===== src/rtl/xy_seq_pkg.sv =====
// -----------------------------------------------------------------------------
// xy_seq_pkg
// Shared types and helpers for the x ##d y stimulus driver.
//   xy_state_e : driver FSM state encoding (IDLE, X, GAP, Y)
//   DEF_*_W    : default field widths used by the driver and its sub-module
//   sat_inc    : saturating increment, clamps at max_value instead of wrapping
// -----------------------------------------------------------------------------
package xy_seq_pkg;

  localparam int DEF_DELAY_W = 4;
  localparam int DEF_CNT_W   = 8;
  localparam int DEF_TOT_W   = 16;

  typedef enum logic [1:0] {
    IDLE = 2'd0,
    X    = 2'd1,
    GAP  = 2'd2,
    Y    = 2'd3
  } xy_state_e;

  // Width-agnostic up to 32 bits; callers zero-extend and pass their all-ones.
  function automatic logic [31:0] sat_inc(input logic [31:0] value,
                                          input logic [31:0] max_value);
    return (value >= max_value) ? value : value + 32'd1;
  endfunction

endpackage


===== src/rtl/xy_seq_driver_gap_counter.sv =====
// -----------------------------------------------------------------------------
// xy_gap_counter
// Loadable down-counter that times the idle cycles between x and y.
// Ports:
//   clk        : clock, all logic on posedge
//   rst        : synchronous active-high reset, clears the count
//   load       : load load_value (has priority over dec)
//   dec        : decrement by one; holds at zero rather than wrapping
//   load_value : value to load
//   count      : current count
//   zero       : count == 0
// -----------------------------------------------------------------------------
module xy_gap_counter
  import xy_seq_pkg::*;
#(
  parameter int W = DEF_DELAY_W
) (
  input  logic         clk,
  input  logic         rst,
  input  logic         load,
  input  logic         dec,
  input  logic [W-1:0] load_value,
  output logic [W-1:0] count,
  output logic         zero
);

  assign zero = (count == '0);

  // NOTE: state registers use non-blocking (<=) so every flop samples the
  // pre-edge values of the others; blocking here would create order races.
  always_ff @(posedge clk) begin
    if (rst) begin
      count <= '0;
    end else if (load) begin
      count <= load_value;
    end else if (dec && !zero) begin
      count <= count - W'(1);
    end
  end

endmodule


===== src/rtl/xy_seq_driver.sv =====
// -----------------------------------------------------------------------------
// xy_seq_driver
// Stimulus driver for an `x ##d y` sequence property. Each accepted request
// emits req_count repetitions of "x pulse, then y pulse exactly d cycles later"
// where d = max(req_delay, 1). All outputs are registered.
//
// Configuration macro:
//   XY_SEQ_OVERLAP_EN : when defined, the next repetition's x is issued in the
//                       same cycle as the current y, so each repetition after
//                       the first costs d cycles instead of d+1.
//
// Ports:
//   clk        : clock, all logic on posedge
//   rst        : synchronous active-high reset; abandons any sequence in flight
//   req_valid  : request present
//   req_ready  : driver idle and able to accept (high only in IDLE)
//   req_delay  : cycles from x to y (0 treated as 1), sampled at handshake
//   req_count  : number of repetitions (0 is a no-op), sampled at handshake
//   x, y       : sequence elements, one-cycle pulses
//   busy       : FSM not in IDLE
//   done       : one-cycle pulse when a request completes (with last y)
//   seq_total  : saturating count of x..y pairs emitted since reset
// -----------------------------------------------------------------------------
module xy_seq_driver
  import xy_seq_pkg::*;
#(
  parameter int DELAY_W = DEF_DELAY_W,
  parameter int CNT_W   = DEF_CNT_W,
  parameter int TOT_W   = DEF_TOT_W   // sat_inc limits this to 32 bits
) (
  input  logic               clk,
  input  logic               rst,
  input  logic               req_valid,
  output logic               req_ready,
  input  logic [DELAY_W-1:0] req_delay,
  input  logic [CNT_W-1:0]   req_count,
  output logic               x,
  output logic               y,
  output logic               busy,
  output logic               done,
  output logic [TOT_W-1:0]   seq_total
);

`ifdef XY_SEQ_OVERLAP_EN
  localparam bit OVERLAP = 1'b1;
`else
  localparam bit OVERLAP = 1'b0;
`endif

  localparam logic [TOT_W-1:0] TOT_MAX = '1;

  xy_state_e          state;
  xy_state_e          next_state;
  logic [DELAY_W-1:0] d_q;        // latched delay, always >= 1 once loaded
  logic [CNT_W-1:0]   rem_q;      // repetitions still owed, decremented on y
  logic               handshake;
  logic               enter_y;    // this edge moves the FSM into Y
  logic               gap_load;
  logic               gap_dec;
  logic               gap_zero;
  logic [DELAY_W-1:0] gap_count;
  logic               d_is_one;

  assign handshake = req_valid && req_ready;
  assign d_is_one  = (d_q == DELAY_W'(1));

  // The gap counter is loaded with d-1 in the x cycle; GAP then lasts d-1
  // cycles so that y lands exactly d cycles after x.
  xy_gap_counter #(
    .W (DELAY_W)
  ) u_gap (
    .clk        (clk),
    .rst        (rst),
    .load       (gap_load),
    .dec        (gap_dec),
    .load_value (d_q - DELAY_W'(1)),
    .count      (gap_count),
    .zero       (gap_zero)
  );

  // NOTE: every signal driven here gets a default first, so no path through
  // the case leaves it unassigned and no latch is inferred.
  always_comb begin
    next_state = state;
    enter_y    = 1'b0;
    gap_load   = 1'b0;
    gap_dec    = 1'b0;
    unique case (state)
      IDLE: begin
        if (handshake && (req_count != '0)) next_state = X;
      end
      X: begin
        if (d_is_one) begin
          next_state = Y;
          enter_y    = 1'b1;
        end else begin
          next_state = GAP;
          gap_load   = 1'b1;
        end
      end
      GAP: begin
        gap_dec = 1'b1;
        // gap_zero only guards against a counter that was never loaded.
        if ((gap_count == DELAY_W'(1)) || gap_zero) begin
          next_state = Y;
          enter_y    = 1'b1;
        end
      end
      Y: begin
        // rem_q was already decremented on entry to Y.
        if (rem_q == '0) begin
          next_state = IDLE;
        end else if (OVERLAP) begin
          // x of the next repetition is emitted alongside this y.
          if (d_is_one) begin
            next_state = Y;
            enter_y    = 1'b1;
          end else begin
            next_state = GAP;
            gap_load   = 1'b1;
          end
        end else begin
          next_state = X;
        end
      end
      default: next_state = IDLE;
    endcase
  end

  always_ff @(posedge clk) begin
    // NOTE: the latched request fields are reset too, so a request abandoned
    // by reset cannot leak its delay or count into the next one.
    if (rst) begin
      state     <= IDLE;
      d_q       <= '0;
      rem_q     <= '0;
      x         <= 1'b0;
      y         <= 1'b0;
      busy      <= 1'b0;
      done      <= 1'b0;
      req_ready <= 1'b0;
      seq_total <= '0;
    end else begin
      state <= next_state;

      if (handshake) begin
        d_q   <= (req_delay == '0) ? DELAY_W'(1) : req_delay;
        rem_q <= req_count;
      end else if (enter_y) begin
        rem_q <= rem_q - CNT_W'(1);
      end

      // Outputs are computed from the next state so they line up with it.
      x         <= (next_state == X) || (OVERLAP && enter_y && (rem_q > CNT_W'(1)));
      y         <= enter_y;
      done      <= (handshake && (req_count == '0)) || (enter_y && (rem_q == CNT_W'(1)));
      busy      <= (next_state != IDLE);
      req_ready <= (next_state == IDLE);

      if (enter_y) begin
        seq_total <= TOT_W'(sat_inc(32'(seq_total), 32'(TOT_MAX)));
      end
    end
  end

endmodule

===== config.mk =====
export PLATFORM = sky130hd
export DESIGN_NAME = xy_seq_driver
export DESIGN_NICKNAME = d
export VERILOG_FILES = /design/src/rtl/xy_seq_pkg.sv /design/src/rtl/xy_seq_driver_gap_counter.sv /design/src/rtl/xy_seq_driver.sv
export SDC_FILE = /design/constraint.sdc
export NUM_CORES = 1
export LEC_CHECK = 0
export BUFFER_PORTS_ARGS = -buffer_cell sky130_fd_sc_hd__buf_2
export CAP_MARGIN = 10
export CORE_ASPECT_RATIO = 1.75
export CORE_MARGIN = 2
export CORE_UTILIZATION = 55
export DETAILED_ROUTE_END_ITERATION = 6
export GPL_ROUTABILITY_DRIVEN = 0
export HOLD_SLACK_MARGIN = 0.03
export MAX_ROUTING_LAYER = met4
export PLACE_DENSITY = 0.86
export SLEW_MARGIN = 20
export SYNTH_ARGS = -nofsm -noshare
export SYNTH_HDL_FRONTEND = slang
export SYNTH_SLANG_ARGS = --single-unit

===== constraint.sdc =====
create_clock -name clk -period 5.5 [get_ports clk]
set_input_delay 1.1 -clock clk [delete_from_list [all_inputs] [get_ports clk]]
set_output_delay 1.1 -clock clk [all_outputs]
set_load 0.01 [all_outputs]

==> reports/metrics.yaml, run 1 <==
finish:
  final_common_cell: "dfxtp_1"
  fillCellCount: 314
  layout_common_cells: "dfxtp_1 (39), nor2_1 (36), buf_2 (35), nand2_1 (23), xnor2_1 (14)"
  multi_input_area_um2: 1180
  synthToLayoutAreaGrowth_pct: 13.8
  drive_gt1_share_pct: 19.3
  num_antenna_cells: 0
  fin_nets: 300
  seqCellArea_um2: 781
timing:
  setup_viol: 0
  hold-worst-slack_ns: 0.477
  rsz0062_at_grt: "false"
  skew_ns: 0.00677
  period_minus_slack_ns: 2.52
  max_freq_mhz: 397
  hold_viol: 0
  maxSlewHeadroom_pct: 50.0
  tightest_slew_ns: 0.750
  finalCritPeriodShare_pct: 45.8
  tns_ns: 0
  final-max-slew-violation-count: 0
floorplanning:
  io_pins: 36
  core_area_um2: 3590
  chipWidth_um: 50.0
  die_h_um: 84.6
  floorplan.initialDensity_pct: 56.8
  dieArea_um2: 4230
  rows: 29
setup_path:
  cp.required_ns: 5.69
  worstSetupPathType: "flip-flop to flip-flop"
  startpoint_type: "flip-flop"
  cp_max_fo: 17
  cp_data_arrival_time_ns: 2.71
  cp-end-kind: "flip-flop"
  rr_startpoint: "state[0]"
  startpoint: "state[0]"
clock_tree:
  cts-buffers-inserted: 5
  cts_setup_buffers: 0
  holdBufCountCts: 0
  cts_buffer_depth: 2
  htree_levels: 2
  clk_pin_slew_worst_paths_ns: 0.08
  tritoncts: "yes"
  clock-root-buffer: "clkbuf_8"
  cts_resized: 0
  clk_latency_ns: 0.29
  cts.sinks: 39
synthesis:
  syn_avg_cell_area_um2: 8.50
  synth_edf_count: 0
  ys_types: 39
  syn_inst: 240
  netlist_area_um2: 2040
  ys_seq_elements: 39
  yosysWarnings: 0
  ys_async_sr_fraction_pct: 0
  yosysSeqAreaShare_pct: 38.3
  synth_ff_type: "dfxtp_1"
  synth_nets: 267
power:
  p_leak_nw: 0.904
  ir_drop_v: 0.000294
  p_per_area_nw_per_um2: 371
detailed_routing:
  viasPerCell: 5.68
  drtIter0Drc: 43
  drt_wl_total_um: 4280
  drcViolationCount: 0
  dr.pass1.iters: 4
  num_vias: 1819
  avgRoutedWirePerCell_um: 13.4
  ant_nets: 0
min_path:
  min_from: "d_q[1]"
  min_path_type: "flip-flop to flip-flop"
grt:
  grt_max_degree: 41
  grt_use_total_pct: 22.2
  antenna_found_initial: 0
  grt_pass1_wl_um: 7110
  overflow: 0
  grt_pass1_vias: 1727
place:
  port_buffers: 35
  dp_hpwl_um: 3150
run_status:
  status: "finished, final reports clean"
run:
  drv_cap: 0
routing by layer:
metal / GRT usage [%] / share of wire [%] / up-vias
li1: - / - / 897
met1: 21.9 / 39 / 866
met2: 39.2 / 54 / 43
met3: 4.45 / 3.3 / 13
met4: 12.4 / 3.2 / 0
met5: - / 0 / -
critical path: stages (launching register included):
cell     delay (ns)
dfxtp_1        0.39
inv_1          0.10
ha_1           0.39
and2_1         0.19
a32oi_2        0.31
or3_4          0.51
nor3_1         0.17
mux2_2         0.35
worst paths after layout:
| path | to | slack [ns] | depth (start not counted) |
|---|---|---|---|
| max reg2reg | seq_total[11] | 2.98 | 7 |
| min reg2reg | d_q[1] | 0.48 | 2 |
| max | seq_total[11] | 2.98 | 7 |
| min | d_q[1] | 0.48 | 2 |
cell usage after synthesis, drive strengths merged, types with 3 or more instances:
library cell / instances / share of area, %
a211oi: 9 / 3.3
xor2: 8 / 3.4
xnor2: 14 / 6.0
buf: 3 / 0.61
nand4: 5 / 1.8
mux2: 3 / 1.7
inv: 11 / 2.0
nand2: 23 / 4.2
nand3: 10 / 2.5
nor2: 36 / 6.6
or3: 4 / 1.5
nor4: 11 / 4.1
ha: 12 / 7.4
dfxtp: 39 / 38
clkbuf: 6 / 1.1
a21oi: 10 / 2.5
nor3: 9 / 2.2
mux2i: 3 / 1.5
power by group:
group / internal [W] / switching [W]
Combinational: 0.000129 / 0.000168
Sequential: 0.000333 / 0.0000424
Clock: 0.0000868 / 0.000102
kinds of logic after synthesis:
group                      Yosys count  synth area share, %
adders and majority gates           12                 7.36
AOI/OAI and AO/OA                   28                 9.50
muxes                                6                 3.13
and+or+nand+nor                    113                 28.6
DFF                                 39                 38.3
buffers and inverters               20                 3.74
xor gates and xnor gates            22                 9.44
registers in the layout, indices dropped and copies added (netlist names):
register	flops
seq_total	16
rem_q	8
d_q	4
u_gap.count	4
state	2
busy	1
done	1
req_ready	1
x	1
y	1
cell type report:
cell class,instances,area share (%)
multi-input combinational,181,51.0
sequential,39,33.6
timing repair buffer,35,7.54
clock buffer,5,2.96
tap,46,2.48
inverter,11,1.78
clock inverter,3,0.647
metrics by stage:
| step | total power (W) | cells | instance area (um^2) | utilization, % | setup WS, ns |
|---|---|---|---|---|---|
| after floorplan | 0.000610 | 240 | 2040 | - | 3.28 |
| final | 0.000862 | 320 | 2320 | 64.6 | 2.98 |
| after global placement | 0.000666 | 312 | 2240 | 62.3 | 3.01 |
| after global routing | 0.000924 | 320 | 2320 | 64.6 | 2.85 |
| after CTS | 0.000870 | 320 | 2320 | 64.6 | 2.97 |
| after detailed placement | 0.000680 | 312 | 2240 | 62.3 | 2.95 |
Note: power is estimated with default switching activity, not from simulation.
==> run 2: changes to the inputs <==
- ABC_AREA: default -> 1
- PLACE_DENSITY: 0.86 -> 0.85
- clock period: 5.5 -> 2.6 ns (I/O delays scaled with it)
==> run 2 against run 1 <==
  * First-iteration DRC count increased by 35%
  * Die area rose by 13%
  * Critical path depth is 4 higher
  * Combinational power grew to 3.2 times the previous value
  * Clock power increased by 110%
  * Register-to-register slack got worse by 2.4 ns
  * Non-clock buffer count up 1
  * Fmax increased by 26%
  * Design area up 12%
  * Clock skew down 0.0014 ns
  * Worst setup slack got worse by 2.4 ns
  * Utilization fell by 1.6 points
  * Largest cell class unchanged
  * Largest power group is now combinational logic
==> reports/metrics.yaml, run 2 <==
run:
  drv_cap: 0
clock_tree:
  cts_setup_buffers: 0
  clk_latency_ns: 0.30
  clock-root-buffer: "clkbuf_8"
  tritoncts: "yes"
  cts.sinks: 39
  clk_pin_slew_worst_paths_ns: 0.07
  cts-buffers-inserted: 5
  cts_resized: 0
  htree_levels: 2
  holdBufCountCts: 0
  cts_buffer_depth: 2
synthesis:
  synth.cells.most_frequent: "nand2_1 (99), nor2_1 (53), dfxtp_1 (39)"
  netlist_area_um2: 2320
  ys_types: 29
  yosysTopAreaCell: "dfxtp_1"
  syn_avg_cell_area_um2: 6.67
  yosysWarnings: 0
  synth_ff_type: "dfxtp_1"
  synth_edf_count: 0
  yosysSeqAreaShare_pct: 33.6
  synthTopCellsByArea: "dfxtp_1 (34%), nand2_1 (16%), nor2_1 (8.6%)"
  synth_top_area_share_pct: 33.6
  synth_most_common_cell: "nand2_1"
  syn_inst: 348
  ys_async_sr_fraction_pct: 0
  ys_seq_elements: 39
  synth_nets: 375
timing:
  hold_viol: 0
  tns_ns: 0
  skew_ns: 0.00537
  period_minus_slack_ns: 2.00
  tightest_slew_ns: 0.563
  max_freq_mhz: 499
  maxSlewHeadroom_pct: 62.4
  fin_ws_ns: 0.597
  hold-worst-slack_ns: 0.476
  final-max-slew-violation-count: 0
  rsz0062_at_grt: "false"
  finalCritPeriodShare_pct: 77.0
  setup_viol: 0
finish:
  seqCellArea_um2: 781
  largest_registers: "seq_total x16, rem_q x8"
  layout_common_cells: "nand2_1 (99), nor2_1 (53), dfxtp_1 (39), buf_2 (35), inv_1 (30)"
  final_common_cell: "nand2_1"
  fin_nets: 409
  largest_register: "seq_total"
  drive_gt1_share_pct: 15.1
  finalNonFillerCells: 432
  multi_input_area_um2: 1370
  num_antenna_cells: 0
  final_area_um2: 2590
  largest_reg_flops: 16
  fillCellCount: 408
  synthToLayoutAreaGrowth_pct: 11.8
floorplanning:
  dieArea_um2: 4780
  floorplan.initialDensity_pct: 56.5
  chipWidth_um: 53.1
  core_area_um2: 4110
  rows: 31
  die_h_um: 89.9
  io_pins: 36
min_path:
  min_from: "req_delay[0]"
  min_path_type: "input pin to flip-flop"
  whs_path_depth: 3
  hold_path_end: "d_q[0]"
setup_path:
  cp_max_fo: 23
  slowest_delay_ns: 0.47
  worstSetupPathType: "flip-flop to flip-flop"
  cp-end-kind: "flip-flop"
  startpoint: "u_gap.count[0]"
  cp_data_arrival_time_ns: 2.17
  cp_slowest_cell: "nor2_4"
  path_buf_inv: 3
  rr_startpoint: "u_gap.count[0]"
  cp.required_ns: 2.77
  critical-path-top-delay-family: "simple AND/OR/NAND/NOR gates"
  crit_chain: "inv_1, ha_1, inv_1, nand2_1, nand3_2, nand2_4, nand2_4, nor2_4, inv_2, nand2_1, a21oi_1"
  startpoint_type: "flip-flop"
  r2r_slack_ns: 0.60
  r2r-end: "seq_total[8]"
  reg2regPathDepth: 11
grt:
  grt_pass1_vias: 2178
  grt_use_total_pct: 25.6
  overflow: 0
  grt_pass1_wl_um: 8980
  antenna_found_initial: 0
  grt_max_degree: 24
power:
  p_per_area_nw_per_um2: 826
  ir_drop_v: 0.000514
  p_leak_nw: 1.16
place:
  dpl_cell_area_um2: 2510
  dp_hpwl_um: 3950
  port_buffers: 35
  post-place-ws_ns: 0.640
  dp_cells: 424
detailed_routing:
  drcViolationCount: 0
  drt_wl_total_um: 5400
  ant_nets: 0
  dr.pass1.iters: 4
  drtIter0Drc: 58
  avgRoutedWirePerCell_um: 12.5
  viasPerCell: 5.23
  num_vias: 2261
run_status:
  status: "finished, final reports clean"
==> run 2: cell count changes after synthesis, moves of 6 or more <==
cell / previous run / this run
nand3_1: 10 / 24
nor2_1: 36 / 53
a211oi_1: 9 / 1
nor3_1: 9 / 3
inv_1: 11 / 30
nand2_1: 23 / 99
o21ai_0: 2 / 14
xnor2_1: 14 / 4
nor4_1: 10 / 0
a21oi_1: 10 / 24
==> run 2: worst min-delay path: stages <==
cell      delay, ns
buf_2          0.08
a221oi_1       0.07
nor2_1         0.07
==> run 2: stage by stage <==
stage               utilization (%)  total power, W
floorplan                         -         0.00153
global route                   63.1         0.00233
CTS                            63.1         0.00214
detailed placement             61.1         0.00174
finish                         63.1         0.00214
global placement               61.1         0.00170
==> run 2: final cells by class <==
cell class	instances	share of cell area (%)
clock inverters	1	0.193
flip-flops and latches	39	30.1
repair buffers	36	7.04
well taps	49	2.36
multi-input cells	269	52.9
inverters	31	4.49
clock buffers	7	2.94
==> run 2: cells by family after synthesis <==
logic type                 Yosys count  share of synthesized area, %
adders and majority gates           12                          6.47
DFF                                 39                          33.6
and+or+nand+nor                    200                          38.0
AOI/OAI and AO/OA                   47                          10.8
buffers and inverters               40                          7.28
xor gates and xnor gates            10                          3.77
==> run 2: worst max-delay path by stage <==
stage,endpoint,cells after the start
after floorplan,seq_total[2],9
after global placement,seq_total[1],7
after detailed placement,seq_total[8],7
after CTS,seq_total[8],11
after global routing,seq_total[1],11
final,seq_total[8],11
==> run 2: power breakdown <==
part,switching (W),internal (W)
logic,0.000583,0.000357
registers,0.000101,0.000707
clock network,0.000208,0.000188
==> run 2: routing by layer <==
metal	track usage (%)	share of wire [%]
met5	-	0
met4	13.2	2.4
met3	4.65	3.5
met2	46.7	56
met1	23.5	38
==> run 3: changes to the inputs <==
- CORE_UTILIZATION: 55 -> 51
- PLACE_DENSITY: 0.85 -> 0.83
- clock period: 2.6 -> 1.6 ns (I/O delays scaled with it)
==> run 3 against run 2 <==
  * Sequential share of layout area down 3.0 points
  * Die area up 7.4%
  * Critical path depth unchanged
  * Hold slack worse by 0.19 ns
  * First-iteration DRC count down 8.6%
  * Wire length up 9.7%
  * Non-clock buffer count up 22
  * Sequential power up 67%
  * Design area up 12%
  * Global-route usage down 1.5 points
  * Critical path type unchanged
  * Critical endpoint is now seq_total[6]
==> reports/metrics.yaml, run 3 (synthesis results as in run 2) <==
min_path:
  min_from: "req_delay[0]"
  whs_path_depth: 3
  hold_path_end: "d_q[0]"
  min_path_type: "input pin to flip-flop"
timing:
  max_freq_mhz: 639
  final-max-slew-violation-count: 0
  setup_viol: 0
  tightest_slew_ns: 0.492
  skew_ns: 0.00700
  finalCritPeriodShare_pct: 97.8
  fin_ws_ns: 0.0358
  hold_viol: 0
  tns_ns: 0
  maxSlewHeadroom_pct: 67.2
  rsz0062_at_grt: "true"
  period_minus_slack_ns: 1.56
power:
  pwr-share-comb_pct: 48.0
  swShare_pct: 40.7
  p_int_w: 0.00226
  p_per_area_nw_per_um2: 1310
  p_sw_w: 0.00155
  ir_drop_v: 0.000938
  seqPwrFrac_pct: 35.5
  p_leak_nw: 1.30
  p_clk_share_pct: 16.5
finish:
  drive_gt1_share_pct: 25.4
  largest_reg_flops: 16
  num_antenna_cells: 0
  fin_nets: 431
  largest_registers: "seq_total x16, rem_q x8"
  fillCellCount: 402
  final_common_cell: "nand2_1"
  largest_register: "seq_total"
  fin_util_pct: 66.0
  finalNonFillerCells: 456
  synthToLayoutAreaGrowth_pct: 25.3
  layout_common_cells: "nand2_1 (95), nor2_1 (52), dfxtp_1 (35), buf_2 (35), inv_1 (24)"
setup_path:
  worstSetupPathType: "flip-flop to flip-flop"
  cp-end-kind: "flip-flop"
  startpoint_type: "flip-flop"
  r2r_slack_ns: 0.04
  cp_data_arrival_time_ns: 1.78
  cp.required_ns: 1.82
  reg2regPathDepth: 11
  rr_startpoint: "u_gap.count[0]"
  r2r-end: "seq_total[6]"
  cp_max_fo: 11
detailed_routing:
  dr.pass1.iters: 4
  drt_wl_total_um: 5930
  drcViolationCount: 0
  viasPerCell: 5.38
  avgRoutedWirePerCell_um: 13.0
  num_vias: 2454
  drtIter0Drc: 53
  ant_nets: 0
grt:
  overflow: 0
  grt_max_degree: 24
  grt_pass1_vias: 2178
  antenna_found_initial: 0
  grt_use_total_pct: 24.1
  grt_pass1_wl_um: 8950
floorplanning:
  dieArea_um2: 5130
  chipWidth_um: 55.0
  die_h_um: 93.2
  core_area_um2: 4400
  rows: 32
  floorplan.initialDensity_pct: 52.7
  io_pins: 36
run:
  drv_cap: 0
place:
  dp_cells: 441
  post-place-ws_ns: -0.00529
  port_buffers: 35
  dp_hpwl_um: 4150
clock_tree:
  cts-buffers-inserted: 5
  tritoncts: "yes"
  htree_levels: 2
  clk_pin_slew_worst_paths_ns: 0.07
  clock-root-buffer: "clkbuf_8"
  clk_latency_ns: 0.29
  cts_buffer_depth: 2
  cts.sinks: 39
run_status:
  status: "finished, final reports clean"
## run 3: metrics by stage
stage / power [W] / hold slack [ns] / area [um^2]
detailed placement: 0.00288 / 0.490 / 2640
global route: 0.00416 / 0.323 / 2910
CTS: 0.00353 / 0.280 / 2720
floorplan: 0.00249 / 0.404 / 2320
global placement: 0.00283 / 0.481 / 2640
finish: 0.00382 / 0.285 / 2910
## run 3: power by group through the flow
| stage | Combinational [W] | Sequential, W | Clock, W |
|---|---|---|---|
| 2_1_floorplan | 0.00118 | 0.00131 | 0 |
| 3_3_place_gp | 0.00152 | 0.00132 | 0 |
| 3_5_place_dp | 0.00155 | 0.00133 | 0 |
| 4_1_cts | 0.00157 | 0.00131 | 0.000654 |
| 5_1_grt | 0.00211 | 0.00137 | 0.000671 |
| 6_report | 0.00183 | 0.00135 | 0.000631 |
## run 3: layout make-up
class / instances / area [um^2] / area share, %
sequential: 39 / 788 / 27.1
timing repair buffer: 58 / 395 / 13.6
clock inverter: 1 / 5.00 / 0.172
multi-input combinational: 269 / 1450 / 50.0
inverter: 31 / 126 / 4.35
tap: 51 / 63.8 / 2.19
clock buffer: 7 / 76.3 / 2.62
## run 3: per-layer routing
layer / share of wire, % / GRT usage [%] / up-vias
met3: 3.4 / 3.35 / 18
li1: - / - / 1237
met2: 56 / 44.1 / 70
met4: 3.7 / 9.76 / 0
met1: 37 / 23.9 / 1129
met5: 0 / - / -
## run 3: critical path, cell delays in order (launching register included)
cell	delay (ns)
dfxtp_4	0.37
inv_4	0.07
ha_4	0.13
inv_2	0.03
nand2_2	0.05
nand3_2	0.07
nand2_4	0.10
nand2_4	0.06
nor2_4	0.21
clkbuf_16	0.21
nand2_1	0.05
a21oi_1	0.15
## run 3: worst max path at each step
| stage | endpoint | from | cells after the start |
|---|---|---|---|
| final | seq_total[6] | u_gap.count[0] | 11 |
| after global placement | rem_q[4] | u_gap.count[0] | 11 |
| after CTS | seq_total[7] | seq_total[0] | 10 |
| after floorplan | seq_total[2] | seq_total[0] | 9 |
| after detailed placement | rem_q[4] | u_gap.count[0] | 11 |
| after global routing | seq_total[11] | seq_total[0] | 9 |
## run 3: what timing repair did
item | 4_1_cts | 5_1_grt
gates cloned | 0 | 2
endpoints found under the hold margin | 0 | 0
endpoints found under the setup margin | 2 | 26
hold buffers | 0 | 0
resized for setup | 1 | 32
pin swaps | 0 | 7
setup buffers | 0 | 5
